===== src/rtl/exfil_tx_fifo_if.sv =====
`default_nettype none
// ============================================================================
//  Module      : exfil_tx_fifo_if
//  Description : FT240X transmit-side bus bundle shared between the
//                exfiltration transmitter and the top level / command reader.
//  Signals     : rx_busy   - command reader owns the FT240X bus
//                ft_TXE    - FT240X TX FIFO full (high = do not write)
//                ft_d_out  - byte to drive onto ft240x_d
//                ft_d_oe   - top level drives ft240x_d from ft_d_out
//                ft_nWR    - FT240X write strobe, active low
//                tx_busy   - transmitter owns the FT240X bus
//  Modports    : master = transmitter side, slave = top level / reader side
//  Revision    : 1.0  initial release
// ============================================================================
interface exfil_tx_fifo_if;
    logic       rx_busy;
    logic       ft_TXE;
    logic [7:0] ft_d_out;
    logic       ft_d_oe;
    logic       ft_nWR;
    logic       tx_busy;

    modport master (
        input  rx_busy,
        input  ft_TXE,
        output ft_d_out,
        output ft_d_oe,
        output ft_nWR,
        output tx_busy
    );

    modport slave (
        output rx_busy,
        output ft_TXE,
        input  ft_d_out,
        input  ft_d_oe,
        input  ft_nWR,
        input  tx_busy
    );
endinterface
`default_nettype wire


===== src/rtl/exfil_tx_fifo.sv =====
`default_nettype none
// ============================================================================
//  Module      : exfil_tx_fifo
//  Description : Captures the low address byte of target ROM reads that hit
//                the 256-byte exfiltration window, buffers them in a small
//                FIFO and writes them to the FT240X with WR#/TXE timing
//                (SETUP -> STROBE x WR_PULSE -> HOLD -> IDLE turnaround).
//  Ports       : clk24MHz, reset (sync, active high)
//                enable       - exfiltration enabled
//                exfil_addr   - window select vs addr_bus[17:8]
//                addr_bus     - target address bus (async)
//                tgt_nCE/tgt_nOEL/tgt_nOEH - target strobes (async, low)
//                ft           - exfil_tx_fifo_if.master FT240X bundle
//                overflow     - sticky: a capture was dropped
//                drop_count   - saturating count of dropped captures
//  Parameters  : DEPTH_LOG2 (FIFO depth = 2**DEPTH_LOG2), WR_PULSE (1..7)
//  Options     : EXFIL_DEDUP_EN - suppress captures equal to the last
//                pushed byte
//  Revision    : 1.0  initial release
// ============================================================================
module exfil_tx_fifo #(
    parameter int DEPTH_LOG2 = 4,
    parameter int WR_PULSE   = 2
) (
    input  wire logic        clk24MHz,
    input  wire logic        reset,
    input  wire logic        enable,
    input  wire logic [9:0]  exfil_addr,
    input  wire logic [17:0] addr_bus,
    input  wire logic        tgt_nCE,
    input  wire logic        tgt_nOEL,
    input  wire logic        tgt_nOEH,
    exfil_tx_fifo_if.master  ft,
    output logic             overflow,
    output logic [7:0]       drop_count
);

    localparam int         c_depth      = 1 << DEPTH_LOG2;
    localparam logic [2:0] c_pulse_last = 3'(WR_PULSE - 1);

    typedef enum logic [1:0] {
        S_IDLE   = 2'd0,
        S_SETUP  = 2'd1,
        S_STROBE = 2'd2,
        S_HOLD   = 2'd3
    } state_t;

    // ---------------- access detect ----------------
    logic w_access;
    logic r_sync1, r_sync2, r_sync3;
    logic w_strobe;

    assign w_access = !tgt_nCE && (!tgt_nOEL || !tgt_nOEH);

    always_ff @(posedge clk24MHz) begin
        if (reset) begin
            r_sync1 <= 1'b0;
            r_sync2 <= 1'b0;
            r_sync3 <= 1'b0;
        end else begin
            r_sync1 <= w_access;
            r_sync2 <= r_sync1;
            r_sync3 <= r_sync2;
        end
    end

    // Rising edge of the synchronised access; addr_bus has been stable for
    // at least two cycles by now, so sampling it directly is safe.
    assign w_strobe = r_sync2 && !r_sync3;

    // ---------------- capture qualification ----------------
    logic       w_match;
    logic [7:0] w_byte;
    logic       w_dup;
    logic       w_capture;

    assign w_match = w_strobe && enable && (addr_bus[17:8] == exfil_addr);
    assign w_byte  = addr_bus[7:0];

    // ---------------- FIFO ----------------
    logic [DEPTH_LOG2:0] r_wr_ptr, r_rd_ptr;
    logic [7:0]          r_mem [c_depth];
    logic                w_full, w_empty;
    logic                w_push, w_pop, w_drop;
    state_t              r_state, w_next;

    assign w_empty = (r_wr_ptr == r_rd_ptr);
    assign w_full  = (r_wr_ptr[DEPTH_LOG2] != r_rd_ptr[DEPTH_LOG2]) &&
                     (r_wr_ptr[DEPTH_LOG2-1:0] == r_rd_ptr[DEPTH_LOG2-1:0]);

    assign w_pop     = (r_state == S_HOLD);
    assign w_capture = w_match && !w_dup;
    // A simultaneous pop frees a slot, so a push into a full FIFO still fits.
    assign w_push    = w_capture && (!w_full || w_pop);
    assign w_drop    = w_capture && w_full && !w_pop;

`ifdef EXFIL_DEDUP_EN
    logic       r_last_valid;
    logic [7:0] r_last_byte;

    assign w_dup = r_last_valid && (r_last_byte == w_byte);

    // Invalidated while disabled so the first capture after enabling is kept.
    always_ff @(posedge clk24MHz) begin
        if (reset || !enable) begin
            r_last_valid <= 1'b0;
            r_last_byte  <= 8'h00;
        end else if (w_push) begin
            r_last_valid <= 1'b1;
            r_last_byte  <= w_byte;
        end
    end
`else
    assign w_dup = 1'b0;
`endif

    always_ff @(posedge clk24MHz) begin
        if (reset) begin
            r_wr_ptr   <= '0;
            r_rd_ptr   <= '0;
            overflow   <= 1'b0;
            drop_count <= 8'h00;
        end else begin
            if (w_push)
                r_wr_ptr <= r_wr_ptr + 1'b1;
            if (w_pop)
                r_rd_ptr <= r_rd_ptr + 1'b1;
            if (w_drop) begin
                overflow <= 1'b1;
                if (drop_count != 8'hFF)
                    drop_count <= drop_count + 8'h01;
            end
        end
    end

    // Storage is not reset; the pointers alone define the contents.
    always_ff @(posedge clk24MHz) begin
        if (!reset && w_push)
            r_mem[r_wr_ptr[DEPTH_LOG2-1:0]] <= w_byte;
    end

    // ---------------- TX FSM ----------------
    logic [2:0] r_pulse_cnt;
    logic       r_nwr;
    logic       r_bus_own;
    logic [7:0] r_d_out;

    always_ff @(posedge clk24MHz) begin
        if (reset)
            r_state <= S_IDLE;
        else
            r_state <= w_next;
    end

    // TXE and rx_busy are only consulted in IDLE; a started write completes.
    always_comb begin
        w_next = r_state;
        case (r_state)
            S_IDLE:   if (!w_empty && !ft.ft_TXE && !ft.rx_busy) w_next = S_SETUP;
            S_SETUP:  w_next = S_STROBE;
            S_STROBE: if (r_pulse_cnt == c_pulse_last) w_next = S_HOLD;
            S_HOLD:   w_next = S_IDLE;
            default:  w_next = S_IDLE;
        endcase
    end

    always_ff @(posedge clk24MHz) begin
        if (reset || r_state != S_STROBE)
            r_pulse_cnt <= 3'd0;
        else
            r_pulse_cnt <= r_pulse_cnt + 3'd1;
    end

    // Outputs are registered from the next state so WR# and OE are
    // glitch-free and change together with the state register.
    always_ff @(posedge clk24MHz) begin
        if (reset) begin
            r_nwr     <= 1'b1;
            r_bus_own <= 1'b0;
            r_d_out   <= 8'h00;
        end else begin
            r_nwr     <= (w_next != S_STROBE);
            r_bus_own <= (w_next != S_IDLE);
            if (r_state == S_IDLE && w_next == S_SETUP)
                r_d_out <= r_mem[r_rd_ptr[DEPTH_LOG2-1:0]];
        end
    end

    assign ft.ft_nWR    = r_nwr;
    assign ft.ft_d_oe   = r_bus_own;
    assign ft.tx_busy   = r_bus_own;
    assign ft.ft_d_out  = r_d_out;

endmodule
`default_nettype wire


===== src/flat_wrapper.sv =====
// flat-port wrapper written by rule: the top's interface ports become plain ports
module exfil_tx_fifo_flat 
#(
    parameter int DEPTH_LOG2 = 4,
    parameter int WR_PULSE   = 2
)
  (clk24MHz, reset, enable, exfil_addr, addr_bus, tgt_nCE, tgt_nOEL, tgt_nOEH, overflow, drop_count, ft_rx_busy, ft_ft_TXE, ft_ft_d_out, ft_ft_d_oe, ft_ft_nWR, ft_tx_busy);
  exfil_tx_fifo_if ft_i ();
  input  wire logic clk24MHz;
  input  wire logic reset;
  input  wire logic enable;
  input  wire logic [9:0] exfil_addr;
  input  wire logic [17:0] addr_bus;
  input  wire logic tgt_nCE;
  input  wire logic tgt_nOEL;
  input  wire logic tgt_nOEH;
  output logic overflow;
  output logic [7:0] drop_count;
  input wire logic [$bits(ft_i.rx_busy)-1:0] ft_rx_busy;
  input wire logic [$bits(ft_i.ft_TXE)-1:0] ft_ft_TXE;
  output wire logic [$bits(ft_i.ft_d_out)-1:0] ft_ft_d_out;
  output wire logic [$bits(ft_i.ft_d_oe)-1:0] ft_ft_d_oe;
  output wire logic [$bits(ft_i.ft_nWR)-1:0] ft_ft_nWR;
  output wire logic [$bits(ft_i.tx_busy)-1:0] ft_tx_busy;
  assign ft_i.rx_busy = ft_rx_busy;
  assign ft_i.ft_TXE = ft_ft_TXE;
  assign ft_ft_d_out = ft_i.ft_d_out;
  assign ft_ft_d_oe = ft_i.ft_d_oe;
  assign ft_ft_nWR = ft_i.ft_nWR;
  assign ft_tx_busy = ft_i.tx_busy;
  exfil_tx_fifo #(.DEPTH_LOG2(DEPTH_LOG2), .WR_PULSE(WR_PULSE)) u_core (.clk24MHz(clk24MHz), .reset(reset), .enable(enable), .exfil_addr(exfil_addr), .addr_bus(addr_bus), .tgt_nCE(tgt_nCE), .tgt_nOEL(tgt_nOEL), .tgt_nOEH(tgt_nOEH), .ft(ft_i), .overflow(overflow), .drop_count(drop_count));
endmodule

===== config.mk =====
export PLATFORM = sky130hd
export DESIGN_NAME = exfil_tx_fifo_flat
export DESIGN_NICKNAME = d
export VERILOG_FILES = /design/src/rtl/exfil_tx_fifo_if.sv /design/src/rtl/exfil_tx_fifo.sv /design/src/flat_wrapper.sv
export SDC_FILE = /design/constraint.sdc
export NUM_CORES = 1
export LEC_CHECK = 0
export ABC_CLOCK_PERIOD_IN_PS = 5500
export BUFFER_PORTS_ARGS = -buffer_cell sky130_fd_sc_hd__buf_2
export CAP_MARGIN = 0
export CORE_UTILIZATION = 40
export CTS_BUF_LIST = sky130_fd_sc_hd__clkbuf_8 sky130_fd_sc_hd__clkbuf_16
export DETAILED_ROUTE_END_ITERATION = 10
export HOLD_SLACK_MARGIN = 0.1
export PLACE_DENSITY = 0.62
export SYNTH_ARGS = -nofsm -noshare
export SYNTH_HDL_FRONTEND = slang
export SYNTH_SLANG_ARGS = --single-unit

===== constraint.sdc =====
create_clock -name clk24MHz -period 5.5 [get_ports clk24MHz]
set_input_delay 0.55 -clock clk24MHz [delete_from_list [all_inputs] [get_ports clk24MHz]]
set_output_delay 0.55 -clock clk24MHz [all_outputs]
set_load 0.05 [all_outputs]

Word-level counts from Yosys, hierarchy flattened
Memory sizes are Yosys's and may differ from the RTL's. A register that Yosys moved wholly into a read port is not among the register bits.
Index checks and enable logic that the tools add are counted.
{"block": "classes", "eq_ne": 12, "addsub": 4, "n_reduce_logical": 28, "muxes": 5}
{"op": "$logic_and A1 B1 Y1", "count": 12}
{"op": "$add A5 B1 Y5 const B", "count": 2}
{"op": "$eq A10 B10 Y1", "count": 1}
{"op": "$logic_not A1 Y1", "count": 10}
{"op": "$add A8 B1 Y8 const B", "count": 1}
{"op": "$ne A8 B8 Y1 const B", "count": 1}
{"op": "$pmux W2 S4", "count": 1}
{"op": "$eq A5 B5 Y1", "count": 1}
{"op": "$eq A2 B1 Y1 const B", "count": 2}
{"op": "$eq A2 B2 Y1 const B", "count": 2}
{"op": "$eq A4 B4 Y1", "count": 1}
{"op": "$mux W2", "count": 2}
{"op": "$ne A2 B2 Y1 const B", "count": 2}
{"op": "$add A3 B1 Y3 const B", "count": 1}
{"op": "$eq A3 B1 Y1 const B", "count": 1}
{"op": "$logic_or A1 B1 Y1", "count": 3}
{"op": "$logic_not A2 Y1", "count": 1}
{"op": "$mux W1", "count": 2}
{"op": "$reduce_and A2 Y1", "count": 1}
{"op": "$reduce_bool A2 Y1", "count": 1}
{"op": "$ne A1 B1 Y1", "count": 1}
{"block": "word_totals", "ramBits": 128, "out_inout_bits": 20, "memories": 1, "reg_bits": 29}
{"memory": "u_core.r_mem", "depth": 16, "word_bits": 8, "read_ports": 1, "rd_ports_with_merged_regs": 1, "write_ports": 1, "line_no": "exfil_tx_fifo.sv:82", "source": "logic [7:0] r_mem [c_depth];"}

Logic depth before layout (Yosys ltp)
Gate-level depths: netlist (run 1).
{"block": "logic_depth", "ltp_word": 8, "ltp_mapped": 7, "depth_no_buf": 7}

Least setup slack after synthesis (run 1)
Ideal clock, no wire load.
{"block": "synth_timing", "path_type": "input port to flip-flop", "startpoint": "input exfil_addr[2]", "endpoint": "memory u_core.r_mem[6][0], enable pin", "cell_stages": 7, "slack_ns": 2.417, "t_required_ns": 5.102, "setup_time_ns": 0.398, "arrival_ns": 2.685, "cell_sequence": "xor2_1 -> nor4_1 -> and4_1 -> clkbuf_1 -> nand2_1 -> clkbuf_1 -> nor4b_1"}
{"block": "synth_via", "elab_chain_cells": 6}
{"element": "from (decl)", "line_no": "flat_wrapper.sv:12", "source": "input wire logic [9:0] exfil_addr;"}
{"element": "$eq A10 B10 Y1", "line_no": "exfil_tx_fifo.sv:77", "source": "assign w_match = w_strobe && enable && (addr_bus[17:8] == exfil_addr);"}
{"element": "$logic_and A1 B1 Y1", "line_no": "exfil_tx_fifo.sv:77"}
{"element": "$logic_and A1 B1 Y1", "line_no": "exfil_tx_fifo.sv:94", "source": "assign w_push = w_capture && (!w_full || w_pop);"}
{"element": "$logic_and A1 B1 Y1", "line_no": "exfil_tx_fifo.sv:138", "source": "if (!reset && w_push)"}
{"element": "$mux W1", "line_no": "exfil_tx_fifo.sv:138"}
{"element": "$mux W1 (not written as such)", "line_no": "exfil_tx_fifo.sv:139", "source": "r_mem[r_wr_ptr[DEPTH_LOG2-1:0]] <= w_byte;"}
{"element": "to (decl)", "line_no": "exfil_tx_fifo.sv:82"}
No other way between the ends.

Worst setup path after layout (run 1)
{"block": "layout_timing", "startpoint": "register u_core.r_rd_ptr[0]", "endpoint": "memory u_core.r_mem[14][3], enable pin"}
{"block": "layout_via", "elab_chain_cells": 8}
{"element": "from (decl)", "line_no": "exfil_tx_fifo.sv:81", "source": "logic [DEPTH_LOG2:0] r_wr_ptr, r_rd_ptr;"}
{"element": "from (signal assigned)", "line_no": "exfil_tx_fifo.sv:127", "source": "r_rd_ptr <= r_rd_ptr + 1'b1;"}
{"element": "$eq A4 B4 Y1", "line_no": "exfil_tx_fifo.sv:89", "source": "(r_wr_ptr[DEPTH_LOG2-1:0] == r_rd_ptr[DEPTH_LOG2-1:0]);"}
{"element": "$logic_and A1 B1 Y1", "line_no": "exfil_tx_fifo.sv:88", "source": "assign w_full = (r_wr_ptr[DEPTH_LOG2] != r_rd_ptr[DEPTH_LOG2]) &&"}
{"element": "$logic_not A1 Y1", "line_no": "exfil_tx_fifo.sv:94"}
{"element": "$logic_or A1 B1 Y1", "line_no": "exfil_tx_fifo.sv:94"}
{"element": "$logic_and A1 B1 Y1", "line_no": "exfil_tx_fifo.sv:94"}
{"element": "$logic_and A1 B1 Y1", "line_no": "exfil_tx_fifo.sv:138"}
{"element": "$mux W1", "line_no": "exfil_tx_fifo.sv:138"}
{"element": "$mux W1 (not written as such)", "line_no": "exfil_tx_fifo.sv:139"}
No other way between the ends.

==> results of run 1 <==
-- cell usage after synthesis, types with 5 or more instances --
| library cell | instances |
|---|---|
| a22oi_1 | 14 |
| or4_1 | 8 |
| nand3_1 | 8 |
| o31ai_1 | 8 |
| a21oi_1 | 14 |
| nand2b_1 | 5 |
| nor4_1 | 6 |
| edfxtp_1 | 128 |
| ha_1 | 11 |
| nand2_1 | 14 |
| mux4_2 | 32 |
| mux2i_1 | 12 |
| inv_1 | 8 |
| xor2_1 | 15 |
| nand4_1 | 5 |
| clkbuf_1 | 17 |
| nor2_1 | 28 |
| dfxtp_1 | 37 |
-- stage by stage --
stage | instances | setup slack [ns]
detailed placement | 679 | 2.13
floorplan | 420 | 2.42
global placement | 679 | 2.34
CTS | 711 | 2.26
global route | 711 | 2.01
finish | 711 | 2.37
-- routing by layer --
| layer | vias up | share of wire, % | global-route usage [%] | wire [um] |
|---|---|---|---|---|
| met3 | 10 | 3.7 | 3.42 | 473 |
| li1 | 1761 | - | - | - |
| met4 | 0 | 1.3 | 6.20 | 161 |
| met1 | 1940 | 45 | 21.5 | 5830 |
| met5 | - | 0 | 0 | 0 |
| met2 | 71 | 50 | 24.6 | 6390 |
-- registers in the layout, indices dropped and copies added, names as in the netlist, 2 cells and up --
| name | cells |
|---|---|
| u_core.r_wr_ptr | 5 |
| u_core.r_state | 2 |
| u_core.drop_count | 8 |
| u_core.ft.ft_d_out | 8 |
| u_core.r_pulse_cnt | 3 |
| u_core.r_mem | 128 |
| u_core.r_rd_ptr | 5 |
-- power groups by stage --
stage / Sequential, mW / Combinational (mW) / Clock [mW]
after global placement: 1.37 / 0.0379 / 0
after detailed placement: 1.37 / 0.0398 / 0
after floorplan: 1.37 / 0.0115 / 0
final: 1.34 / 0.0392 / 1.24
after CTS: 1.34 / 0.0399 / 1.27
after global routing: 1.34 / 0.0437 / 1.32
-- critical path, cell delays in order, from the launching register on --
cell	delay, ns
dfxtp_2	0.31
buf_4	0.55
xor2_1	0.28
nor4_4	0.11
nand2_1	0.18
nand2_1	0.27
nor3_1	1.04
-- final cells by class --
| class | instances | area [um^2] | share of cell area [%] |
|---|---|---|---|
| clock inverters | 15 | 199 | 2.52 |
| flip-flops and latches | 165 | 4590 | 58.1 |
| repair buffers | 65 | 350 | 4.44 |
| inverters | 8 | 30.0 | 0.381 |
| multi-input cells | 221 | 2020 | 25.7 |
| clock buffers | 17 | 425 | 5.39 |
| well taps | 220 | 275 | 3.49 |
-- logic make-up after synthesis --
family | share of synthesized area, %
buffers and inverters | 2.35
AO/OA/AOI/OAI | 4.73
multiplexers | 12.4
flip-flops | 67.7
XOR/XNOR | 2.70
adder cells (fa/ha/maj) | 2.03
AND/OR/NAND/NOR | 8.02
-- worst paths after layout --
| check | start | to | slack, ns | cells past startpoint |
|---|---|---|---|---|
| min reg2reg | u_core.r_sync1$_SDFF_PP0_ | u_core.r_sync2$_SDFF_PP0_ | 0.45 | 1 |
| min | tgt_nCE | u_core.r_sync1$_SDFF_PP0_ | 0.30 | 2 |
| max | u_core.r_rd_ptr[0]$_SDFFE_PP0N_ | u_core.r_mem[14][3]$_DFFE_PP_ | 2.37 | 6 |
| max reg2reg | u_core.r_rd_ptr[0]$_SDFFE_PP0N_ | u_core.r_mem[14][3]$_DFFE_PP_ | 2.37 | 6 |
==> metrics, run 1 <==
Switch Pwr between 0.5 and 0.6 mW; Filler Cell Count roughly 1.4k; Total GRT Usage around 16%; setup violators final 0; share of cells above drive strength 1 26.9%; Max clock buf depth 2; TritonCTS Buffers 17; Sequential Power Share 51.2%; VDD IR max 0.201 mV; total gr overflow 0; most frequent cells in the layout edfxtp_1 (128), buf_2 (55), dfxtp_1 (36), mux4_2 (32), nor2_1 (28); type of the tightest min-delay check primary input to flip-flop; CP Capture Type flip-flop; run status complete, no violations; Switching Share between 10% and 20%; largest net degree at the start of global routing 39; syn nets 467; DR iter-0 viols about 260; placed inst area ~7300 um^2; fin crit share a little under three fifths; Syn-to-layout area delta 16.6%; commonest non-fill, non-tap cell in the layout edfxtp_1; antenna diode instance count 0; PortBufs between 50 and 60; Yosys cell types between 40 and 50; CP max FO 36; Slew headroom approximately a fifth; CTS-repair resized insts 0; initial antenna violation count 0; setup TNS 0 ns; Crit path required time 5.53 ns; DRC viols 0; Synth Warn # 0; Synth Instances 420; GPL Wtd Cong approximately 0.76; clock share of power ~47%; ANT nets after route 0; Startpoint Class flip-flop; die area roughly 17000 um^2; Mapped Area 6770 um^2; fin crit period approximately 3.1 ns; Crit Path Class flip-flop to flip-flop; total power between 2 and 3 mW; Sink Count 165; via count of the first global-routing pass between 3k and 4k; fin. max-slew vios 0; # hold bufs at CTS 0; leading area contributor after synthesis edfxtp_1; Mean Syn Cell Area between 15 and 20 um^2; worst skew pair latency about 0.42 ns; fraction of the yosys area taken by sequential cells approximately 68%; initial core utilization 41.0%; ys async rst share 0%; post-route design area just under 8000 um^2; Pleak 2.61 nW; Reg clk slew, reported paths about 0.060 ns; I/O Pins 56; DRT Wirelength 12900 um; Yosys reg bits 165; skew final around 0.0088 ns; HPWL Detailed between 8000 and 9000 um; slew at the pin closest to its max-slew limit roughly 1.2 ns; internal power about 2.1 mW; Max Clk Rate 319 MHz; Worst EP arrival 3.17 ns; Via Count 3782; Nets roughly 530; htree depth 4; core area 16500 um^2; Wirelength per Cell around 18 um; CTS root buf clkbuf_16; Final Hold Vio Count 0; Power Density roughly 330 nW/um^2; CTS tree built; RSZ-0062 raised after global routing false; row count 47; Setup Buffers After CTS 0; count of flip-flops with a built-in enable after synthesis between 100 and 150; global-route wire length before repair 20400 um; Max-cap violations 0; final core occ 47.7%; DR pass1 iterations 5; Min Hold Slack 0.301 ns; Synth area leaders edfxtp_1 (57%), dfxtp_1 (11%), mux4_2 (11%), ha_1 (2.0%), xor2_1 (1.9%); Avg Vias per Cell 5.32; Main synth FF type edfxtp_1; combinational fraction of design power under 10%; die width about 130 um; Die Ht ~130 um; Yosys top cell area share 56.8%
Power figures use the tool's default switching activity.
==> run 2, diff against run 1 <==
- ABC_AREA: default -> 1
- ABC_CLOCK_PERIOD_IN_PS: 5500 -> 2600
- PLACE_DENSITY: 0.62 -> 0.64
- clock period: 5.5 -> 2.6 ns (I/O delays scaled with it)
==> metrics, run 2 <==
fin crit period 2.08 ns (was 3.13 ns); Max Clk Rate 481 MHz (was 319 MHz); Startpoint Class flip-flop (unchanged); top-count cell post-synth nor2_1 (was edfxtp_1); HPWL Detailed 10500 um (was 8370 um); row count 48 (was 47); Final Hold Vio Count 0 (unchanged); fin crit share 79.9% (was 57.0%); DRT Wirelength 16200 um (was 12900 um); Avg Vias per Cell 5.04 (was 5.32); Wirelength per Cell 15.7 um (was 18.1 um); Power Density 628 nW/um^2 (was 332 nW/um^2); R2R setup slack 0.52 ns (was 2.37 ns); CP max FO 12 (was 36); slew at the pin closest to its max-slew limit 0.534 ns (was 1.20 ns); Synth Warn # 0 (unchanged); worst skew pair latency 0.42 ns (about the same); ys async rst share 0% (unchanged); Worst EP arrival 2.20 ns (was 3.17 ns); Largest register FFs 128 (unchanged); TritonCTS Buffers 17 (unchanged); Die Ht 137 um (was 132 um); Synth Instances 723 (was 420); GPL Wtd Cong 0.861 (was 0.755); cell family with most CP delay simple AND/OR/NAND/NOR gates (unchanged); Nets 839 (was 525); Via Count 5196 (was 3782); Sink Count 165 (unchanged); via count of the first global-routing pass 4942 (was 3637); crit-path max cell delay 0.42 ns (was 1.04 ns); Syn-to-layout area delta 16.2% (was 16.6%); DR iter-0 viols 500 (was 256); ANT nets after route 0 (unchanged); htree depth 4 (unchanged); CTS tree built (unchanged); crit path cell chain inv_2 -> nand2_1 -> nand2_1 -> nor2_4 -> nand3_4 -> nand4_1 -> buf_4 -> nor3_1 -> buf_4 (was buf_4 -> xor2_1 -> nor4_4 -> nand2_1 -> nand2_1 -> nor3_1); Slew headroom 64.4% (was 19.1%); Crit path required time 2.73 ns (was 5.53 ns); Min Hold Slack 0.240 ns (was 0.301 ns); Yosys reg bits 165 (unchanged); Max clock buf depth 2 (unchanged); die area 18700 um^2 (was 17400 um^2); Total GRT Usage 18.6% (was 15.7%); RSZ-0062 raised after global routing false (unchanged); synth cell count leaders nor2_1 (144), edfxtp_1 (128), nand2_1 (114) (was edfxtp_1 (128), dfxtp_1 (37), mux4_2 (32)); largest net degree at the start of global routing 64 (was 39); final worst slack 0.522 ns (was 2.37 ns); initial antenna violation count 0 (unchanged); Yosys top cell area share 53.0% (was 56.8%); Main synth FF type edfxtp_1 (unchanged); Mean Syn Cell Area 10.0 um^2 (was 16.1 um^2); WP buf/inv 3 (was 1); global-route wire length before repair 25600 um (was 20400 um); type of the tightest min-delay check primary input to flip-flop (unchanged); antenna diode instance count 0 (unchanged); Post-Place Setup Slack 0.160 ns (was 2.13 ns); Max-cap violations 0 (unchanged); count of flip-flops with a built-in enable after synthesis 128 (unchanged); core area 17500 um^2 (was 16500 um^2); fraction of the yosys area taken by sequential cells 63.2% (was 67.7%); CTS root buf clkbuf_16 (unchanged); leading area contributor after synthesis edfxtp_1 (unchanged); FF/Latch Area 4590 um^2 (unchanged); initial core utilization 41.5% (was 41.0%); Filler Cell Count 1579 (was 1397); Yosys cell types 33 (was 45); Mapped Area 7250 um^2 (was 6770 um^2); Pleak 3.31 nW (was 2.61 nW); Synth area leaders edfxtp_1 (53%), dfxtp_1 (10%), nor2_1 (7.5%), nand2_1 (5.9%), o21ai_0 (4.8%) (was edfxtp_1 (57%), dfxtp_1 (11%), mux4_2 (11%), ha_1 (2.0%), xor2_1 (1.9%)); CP Capture Type flip-flop (unchanged); skew final 0.00669 ns (was 0.00881 ns); area of the multi-input gates 2240 um^2 (was 2020 um^2); total power 5.29 mW (was 2.62 mW); syn nets 770 (was 467); VDD IR max 0.462 mV (was 0.201 mV); commonest non-fill, non-tap cell in the layout nor2_1 (was edfxtp_1); Reg clk slew, reported paths 0.06 ns (about the same); most frequent cells in the layout nor2_1 (144), edfxtp_1 (128), nand2_1 (114), o21ai_0 (69), inv_1 (63) (was edfxtp_1 (128), buf_2 (55), dfxtp_1 (36), mux4_2 (32), nor2_1 (28)); setup violators final 0 (unchanged); Crit Path Class flip-flop to flip-flop (unchanged); slowest CP cell dfxtp_1 (was nor3_1); setup TNS 0 ns (unchanged); DRC viols 0 (unchanged); DR pass1 iterations 5 (unchanged); I/O Pins 56 (unchanged); share of cells above drive strength 1 15.9% (was 26.9%); die width 137 um (was 132 um); total gr overflow 0 (unchanged); fin. max-slew vios 0 (unchanged); run status complete, no violations (unchanged); PortBufs 55 (unchanged)
[run 2: path summary, 6_finish.rpt]
| path | start | endpoint | cells after the start |
|---|---|---|---|
| max | u_core.r_rd_ptr[3]$_SDFFE_PP0N_ | u_core.r_mem[12][5]$_DFFE_PP_ | 9 |
| min | addr_bus[6] | u_core.r_mem[0][6]$_DFFE_PP_ | 1 |
| max reg2reg | u_core.r_rd_ptr[3]$_SDFFE_PP0N_ | u_core.r_mem[12][5]$_DFFE_PP_ | 9 |
| min reg2reg | u_core.r_sync1$_SDFF_PP0_ | u_core.r_sync2$_SDFF_PP0_ | 2 |
[run 2: per-stage QoR]
stage | instance area [um^2] | utilization, % | instances
finish | 8430 | 48.2 | 1030
floorplan | 7250 | - | 723
detailed placement | 7830 | 44.8 | 994
global placement | 7830 | 44.8 | 994
global route | 8430 | 48.2 | 1030
CTS | 8410 | 48.1 | 1028
[run 2: logic make-up after synthesis]
group | after synthesis | share of synthesized area (%)
flip-flops | 165 | 63.2
adder cells (fa/ha/maj) | 11 | 1.90
XOR/XNOR | 6 | 0.725
AO/OA/AOI/OAI | 115 | 8.97
AND/OR/NAND/NOR | 327 | 19.3
buffers and inverters | 99 | 5.88
[run 2: area by class of cell]
class | instances | area share (%)
sequential | 165 | 54.4
inverter | 65 | 2.93
clock inverter | 11 | 0.683
timing repair buffer | 84 | 6.06
tap | 225 | 3.34
multi-input combinational | 459 | 26.6
clock buffer | 21 | 5.97
[run 2: metal layers]
metal	routed length [um]	vias up	track usage, %
met5	0	-	0
met4	406	0	8.15
met3	765	26	3.96
met2	7650	148	30.5
met1	7350	2433	23.9
li1	-	2589	-
[run 2: report_power, final]
group	switching, mW	total (mW)	internal (mW)
sequential	0.000480	2.84	2.84
clock	0.978	2.34	1.37
combinational	0.0752	0.112	0.0364
total	1.05	5.29	4.24
[run 2: repair_timing]
action | in CTS | in global routing
resized for setup | 0 | 0
setup buffers | 0 | 2
endpoints found under the hold margin | 1 | 0
hold buffers | 2 | 0
endpoints found under the setup margin | 0 | 77
